`src/rtl/mul_inverse_div.sv`:
```
// Purpose : unsigned 32/16 restoring divider, the inverse of the c6288 16x16 multiplier.
// Latency : 17 cycles to done on a normal divide; 1 cycle on divide-by-zero or overflow.
// Backpres: ready=0 while dividing; a start seen then is dropped, not queued.
//
// Ports:
//   clk, rst            single clock, synchronous active-high reset
//   start, ready        request handshake; accepted on an edge with start=1 and ready=1
//   dividend, divisor   operands, latched on the accepting edge
//   busy, done          busy while iterating; done is a one-cycle result strobe
//   quotient, remainder results, valid when done=1 and held until the next accept
//   div_by_zero, overflow  error flags, valid and held alongside the results
module mul_inverse_div (
  input  logic        clk,
  input  logic        rst,
  input  logic        start,
  input  logic [31:0] dividend,
  input  logic [15:0] divisor,
  output logic        ready,
  output logic        busy,
  output logic        done,
  output logic [15:0] quotient,
  output logic [15:0] remainder,
  output logic        div_by_zero,
  output logic        overflow
);

  typedef enum logic [1:0] {IDLE, DIVIDE, DONE} state_t;

  state_t      state_q, state_d;
  logic [4:0]  cnt_q, cnt_d;
  logic [15:0] quo_q, quo_d;
  logic [15:0] rem_q, rem_d;
  logic [15:0] dvs_q, dvs_d;
  logic        dbz_q, dbz_d;
  logic        ovf_q, ovf_d;

  logic        accept;
  logic [16:0] trial;
  logic [16:0] diff;
  logic        fits;

  always_comb begin
    state_d = state_q;
    cnt_d   = cnt_q;
    quo_d   = quo_q;
    rem_d   = rem_q;
    dvs_d   = dvs_q;
    dbz_d   = dbz_q;
    ovf_d   = ovf_q;

    accept = start && (state_q != DIVIDE);

    // During DIVIDE quo_q doubles as the dividend low-half shifter: each step
    // pulls its MSB into the partial remainder and shifts a quotient bit in.
    // The trial value is 17 bits wide so the shifted-out remainder bit is kept.
    trial = {rem_q, quo_q[15]};
    diff  = trial - {1'b0, dvs_q};
    fits  = (trial >= {1'b0, dvs_q});

    case (state_q)
      DIVIDE: begin
        cnt_d = cnt_q - 5'd1;
        quo_d = {quo_q[14:0], fits};
        rem_d = fits ? diff[15:0] : trial[15:0];
        if (cnt_q == 5'd1) begin
          state_d = DONE;
        end
      end
      default: begin
        if (state_q == DONE) begin
          state_d = IDLE;
        end
        if (accept) begin
          dvs_d = divisor;
          if (divisor == 16'd0) begin
            state_d = DONE;
            cnt_d   = 5'd0;
            dbz_d   = 1'b1;
            ovf_d   = 1'b0;
            quo_d   = 16'hFFFF;
            rem_d   = 16'h0000;
          end else if (dividend[31:16] >= divisor) begin
            // Upper half already >= divisor means the quotient needs more than 16 bits.
            state_d = DONE;
            cnt_d   = 5'd0;
            dbz_d   = 1'b0;
            ovf_d   = 1'b1;
            quo_d   = 16'hFFFF;
            rem_d   = 16'h0000;
          end else begin
            // Upper half is a valid starting remainder since it is below the divisor.
            state_d = DIVIDE;
            cnt_d   = 5'd16;
            dbz_d   = 1'b0;
            ovf_d   = 1'b0;
            quo_d   = dividend[15:0];
            rem_d   = dividend[31:16];
          end
        end
      end
    endcase
  end

  always_ff @(posedge clk) begin
    if (rst) begin
      state_q <= IDLE;
      cnt_q   <= 5'd0;
      quo_q   <= 16'd0;
      rem_q   <= 16'd0;
      dvs_q   <= 16'd0;
      dbz_q   <= 1'b0;
      ovf_q   <= 1'b0;
    end else begin
      state_q <= state_d;
      cnt_q   <= cnt_d;
      quo_q   <= quo_d;
      rem_q   <= rem_d;
      dvs_q   <= dvs_d;
      dbz_q   <= dbz_d;
      ovf_q   <= ovf_d;
    end
  end

  assign ready       = (state_q != DIVIDE);
  assign busy        = (state_q == DIVIDE);
  assign done        = (state_q == DONE);
  assign quotient    = quo_q;
  assign remainder   = rem_q;
  assign div_by_zero = dbz_q;
  assign overflow    = ovf_q;

endmodule

```
`config.mk`:
```
export PLATFORM = sky130hd
export DESIGN_NAME = mul_inverse_div
export DESIGN_NICKNAME = d
export VERILOG_FILES = /design/src/rtl/mul_inverse_div.sv
export SDC_FILE = /design/constraint.sdc
export NUM_CORES = 1
export LEC_CHECK = 0
export CORE_MARGIN = 5
export CORE_UTILIZATION = 55
export CTS_CLUSTER_DIAMETER = 40
export DETAILED_ROUTE_END_ITERATION = 10
export MAX_ROUTING_LAYER = met4
export PLACE_DENSITY_LB_ADDON = 0.3
export SETUP_SLACK_MARGIN = 0.05
export SYNTH_ARGS = -nofsm -noshare
export SYNTH_HDL_FRONTEND = slang
export SYNTH_SLANG_ARGS = --single-unit
```
`constraint.sdc`:
```
create_clock -name clk -period 4.1 [get_ports clk]
set_clock_uncertainty 0.15 [all_clocks]
set_input_delay 0.82 -clock clk [delete_from_list [all_inputs] [get_ports clk]]
set_output_delay 0.82 -clock clk [all_outputs]
set_load 0.02 [all_outputs]
```
==> results of run 1 <==
==> metal layers <==
metal / global-route usage [%] / routed length (µm) / vias to the layer above
li1: - / - / 2151
met5: - / 0 / -
met2: 45.97 / 6276 / 212
met1: 35.83 / 5522 / 2065
met4: 8.423 / 250 / 0
met3: 6.906 / 1189 / 26
==> power by group through the flow <==
| stage | combinational [mW] | clock, mW | sequential (mW) |
|---|---|---|---|
| finish | 1.04 | 0.540 | 0.670 |
| CTS | 1.03 | 0.545 | 0.667 |
| floorplan | 0.659 | 0 | 0.717 |
| global route | 1.13 | 0.568 | 0.675 |
| detailed placement | 1.02 | 0 | 0.679 |
| global placement | 0.999 | 0 | 0.677 |
==> Yosys cell counts (4+ instances only) <==
library cell and number:
nand3_1 17, a211oi_1 12, o21ai_0 24, xnor2_1 7, a221oi_1 4, nand4_1 8, clkbuf_1 21, a2111oi_0 7
or3_1 4, ha_1 36, dfxtp_1 57, nand2_1 60, a21oi_1 53, a21o_1 10, a311oi_1 4, xor2_1 4
nor3_1 31, nor2_1 39, nor4_1 14, buf_2 5, a31oi_1 16, inv_1 53
==> cells by family after synthesis <==
logic type	Yosys count	share of synthesized area [%]
compound gates	163	26.58
mux	2	0.4811
xor+xnor	11	2.315
flops	57	27.42
buf+inv	82	7.757
simple gates	201	24.14
fa+ha+maj	37	11.30
==> state kept, by name, indices dropped and copies added (netlist names) <==
register and flops:
state_q 2, dvs_q 16, quotient 16, div_by_zero 1
remainder 16, overflow 1, cnt_q 5
==> final timing paths <==
check | start | end | slack (ns) | cells after the start
setup / recovery | divisor[9] | quotient[0] | 0.61 | 10
hold / removal | dvs_q[9] | dvs_q[9] | 0.31 | 2
hold reg to reg | dvs_q[9] | dvs_q[9] | 0.31 | 2
setup reg to reg | dvs_q[10] | remainder[5] | 1.18 | 9
==> stage by stage <==
| step | area (µm²) | std cells | setup WS [ns] |
|---|---|---|---|
| floorplan | 4161 | 553 | 1.232 |
| global placement | 5085 | 717 | 0.4611 |
| detailed placement | 5085 | 717 | 0.3054 |
| CTS | 5279 | 732 | 0.6666 |
| global route | 5279 | 732 | 0.3739 |
| finish | 5279 | 732 | 0.6112 |
==> layout make-up <==
| cell class | count | area, µm² | area share (%) |
|---|---|---|---|
| clock buffer | 10 | 137.6 | 2.607 |
| tap | 99 | 123.9 | 2.347 |
| sequential | 57 | 1141 | 21.62 |
| clock inverter | 5 | 56.30 | 1.067 |
| inverter | 53 | 198.9 | 3.769 |
| multi-input combinational | 414 | 2698 | 51.10 |
| timing repair buffer | 94 | 923.4 | 17.49 |
==> critical path, cell delays in order <==
cell and delay [ns]:
clkdlybuf4s50_1 0.51, inv_1 0.06, ha_1 0.30, a21oi_1 0.07, o21ai_1 0.23, a41oi_1 0.08
nor2_1 0.45, a211o_1 0.62, nor2_1 0.11, a2111oi_2 0.33
==> metrics.txt, run 1 <==
Synth top area share 27.42%; largest net degree at the start of global routing 50; flops & latches, synth 57; Area contributors post-synth dfxtp_1 (27%), ha_1 (11%), a21oi_1 (6.4%), nand2_1 (5.4%), inv_1 (4.8%); dpl hpwl 9.904 mm; layout cell share with drive strength beyond 1 7.899%; IO buf count 87; overall power 2.249 mW; P_int 1.336 mW; Starting Density 57.07%; CTS Buffer Depth 2; routed len/inst 18.08 µm; Die Ht 96.99 µm; pwr/cell area 426.0 nW/µm²; cell taking the most area after synthesis dfxtp_1; WP data required 4.20 ns; Net count, final 717; Leak 2.130 nW; Combinational Power Share 46.2%; FFs w/ async S/R, synth 0%; Pre-Repair DR Iteration Count 5; Skew-Pair Late Insertion Delay 0.34 ns; Period minus WS final 3.489 ns; initial antenna violation count 0; width of the die 96.99 µm; I/O pin count 88; Die ar. 9406 µm²; CTS hold repair buffers 0; Hold Crit Class flop to flop; Sw Ratio 40.61%; Startpoint Class input port; initial drt markers 542; Final period util 85.09%; Synth cell types 66; Avg Cell Area, Syn 7.525 µm²; sequential share of power 29.8%; Post-synth top flop dfxtp_1; critical path type input port to flop; Max rail drop VDD 0.2570 mV; global route overflow 0; CTS Sinks 57; Clock transition at path regs 0.07 ns; Fillers 609; vias 4454; Core Util, Final 72.39%; final setup vio count 0; CTS Buf Count 9; # H-tree levels 3; ant diodes 0; Max Cap Viol 0; Max Slew Vio Count 0; GP Congestion 0.9860; CTS resizes 0; global-route wire length before repair 21.62 mm; WL final 13.24 mm; total core area 7292 µm²; Clock Power Share 24.0%; Slew Limit Headroom 23.31%; max frequency 0.2866 GHz; Crit Path Max Fanout 18; row count 31; vias in the first global route 4275; Fin Setup TNS 0 ns; number of enable-type register cells in the synthesized netlist 0; arrival time worst endpoint 3.59 ns; Antenna Nets Post-Route 0; Layout area overhead 26.85%; CTS tree done; status completed; clk root buf clkbuf_8; sw power 913.2 µW; most frequent cells in the layout clkdlybuf4s50_1 (87), nand2_1 (60), dfxtp_1 (57); Seq/Total Area, Yosys 27.42%; commonest non-fill, non-tap cell in the layout clkdlybuf4s50_1; GRT Util Overall 28.66%; drt drc 0; CP endpoint kind flop; Slew @ Worst Pin 1.150 ns; synthesized area 4161 µm²; Warnings, synthesis 0; cells after synthesis 553; buffer count from post-CTS setup fixing 0; Final Hold Fails 0; Vias/cell 6.085; Syn Nets 641; RSZ-0062 raised after global routing no; hold_ws 0.3085 ns
No activity file was read; power rests on OpenSTA's default activity.
==> inputs of run 2 (changes only) <==
--- a/config.mk
+++ b/config.mk
@@ -5,6 +5,7 @@
 export SDC_FILE = /design/constraint.sdc
 export NUM_CORES = 1
 export LEC_CHECK = 0
+export ABC_AREA = 0
 export CORE_MARGIN = 5
 export CORE_UTILIZATION = 55
 export CTS_CLUSTER_DIAMETER = 40
==> constraint.sdc (replaced) <==
create_clock -name clk -period 4.1 [get_ports clk]
set_clock_uncertainty 0.15 [all_clocks]
set_input_delay 0.41 -clock clk [delete_from_list [all_inputs] [get_ports clk]]
set_output_delay 0.41 -clock clk [all_outputs]
set_load 0.02 [all_outputs]
==> run 2 against run 1 <==
Net effect:
- core utilization shrank 0.14 points
- final area is 0.19% lower
- sequential share of layout area hardly changed
- wire length is 3.2% higher
- global-route usage increased by 0.33 points
- final cell count fell by 0.14%
- worst hold slack improved by 0.0031 ns
- largest power group unchanged
- highest routed layer unchanged
==> metrics.txt, run 2 (synthesis results as in run 1) <==
status completed; multi-input gate area in the final layout 2698 µm²; final setup vio count 0; I/O pin count 88; width of the die 96.99 µm; initial antenna violation count 0; Final period util 75.28%; IO buf count 87; Worst Setup Slack, final 1.013 ns; global route overflow 0; vias in the first global route 4444; Die ar. 9406 µm²; pwr/cell area 425.9 nW/µm²; arrival time worst endpoint 3.15 ns; Fillers 621; row count 31; most frequent cells in the layout clkdlybuf4s50_1 (87), nand2_1 (60), dfxtp_1 (57); Detail Route met2 WL 6.609 mm; pre-CTS setup slack 0.7004 ns; # placed instances 717; Crit Path Max Fanout 18; Placed Area 5085 µm²; Slew Limit Headroom 28.45%; Pre-Repair DR Iteration Count 5; worst-path cell chain clkdlybuf4s50_1 > inv_1 > ha_1 > a21oi_1 > o21ai_1 > a41oi_1 > nor2_1 > a211o_1 > nor2_1 > a2111oi_0; overall power 2.244 mW; total core area 7292 µm²; CTS hold repair buffers 0; Fin Setup TNS 0 ns; global-route wire length before repair 21.91 mm; Vias/cell 6.220; Net count, final 717; Met1 Wirelength 5.716 mm; Max Cap Viol 0; Skew-Pair Late Insertion Delay 0.35 ns; Critical-path top delay cell a211o_1; Final Cell Area 5269 µm²; clk root buf clkbuf_8; RSZ-0062 raised after global routing no; post-route non-filler standard cell count 731; buffer count from post-CTS setup fixing 0; Hold Crit Class flop to flop; largest stage delay on the critical path 0.62 ns; dpl hpwl 10.22 mm; GRT Util Overall 28.99%; WL met3 1.156 mm; Slew @ Worst Pin 1.073 ns; Layout area overhead 26.61%; worst path buffer plus inverter count 2; critical path type input port to flop; Die Ht 96.99 µm; CTS resizes 0; Leak 2.123 nW; register area 1141 µm²; routed len/inst 18.68 µm; largest net degree at the start of global routing 50; commonest non-fill, non-tap cell in the layout clkdlybuf4s50_1; Final Hold Fails 0; max frequency 0.3240 GHz; Startpoint Class input port; vias 4547; CP endpoint kind flop; most used cell, CP nor2_1; # H-tree levels 3; Max Slew Vio Count 0; drt drc 0; initial drt markers 334; layout cell share with drive strength beyond 1 7.595%; WP data required 4.16 ns; CTS Buf Count 9; GP Congestion 0.9685; Clock transition at path regs 0.07 ns; CTS tree done; CTS Buffer Depth 2; Antenna Nets Post-Route 0; top layer in use met4; WL final 13.66 mm; Max rail drop VDD 0.2126 mV; family with the most delay on the worst path compound AO/OA/AOI/OAI gates; ant diodes 0; Starting Density 57.07%; CTS Sinks 57; Period minus WS final 3.087 ns
## run 2: layout make-up
cell class              instances  share of cell area, %
multi-input cells             414                  51.20
repair buffers                 94                  17.53
clock inverters                 3                 0.8074
clock buffers                  11                  2.683
flip-flops and latches         57                  21.66
inverters                      53                  3.776
well taps                      99                  2.351
## run 2: final timing paths
kind	start	endpoint	slack, ns	cells after the start
hold reg to reg	dvs_q[2]	dvs_q[2]	0.31	2
hold / removal	dvs_q[2]	dvs_q[2]	0.31	2
setup reg to reg	dvs_q[10]	remainder[5]	1.20	9
setup / recovery	divisor[9]	quotient[3]	1.01	10
## run 2: worst reg2reg max path, stage by stage (launching register included)
cell,delay (ns)
dfxtp_1,0.33
inv_1,0.06
ha_1,0.39
and2_4,0.20
nand3_1,0.11
nor4_1,0.51
a21oi_1,0.44
o211ai_1,0.29
a311oi_1,0.07
nor4_1,0.26
## run 2: per-stage QoR
stage	util (%)	hold WS, ns
floorplan	-	0.2863
global placement	69.73	0.2935
detailed placement	69.73	0.3026
CTS	72.25	0.3114
global route	72.25	0.3262
finish	72.25	0.3117
## run 2: power breakdown
group,leakage [nW],internal [mW],switching [mW]
Combinational,1.56,0.430,0.616
Clock,0.0913,0.290,0.238
Sequential,0.471,0.614,0.0563
## run 2: per-layer routing
layer / vias to the layer above / track usage, %
met5: - / -
met4: 0 / 8.207
met3: 22 / 6.906
met2: 205 / 47.40
met1: 2169 / 35.65
li1: 2151 / -
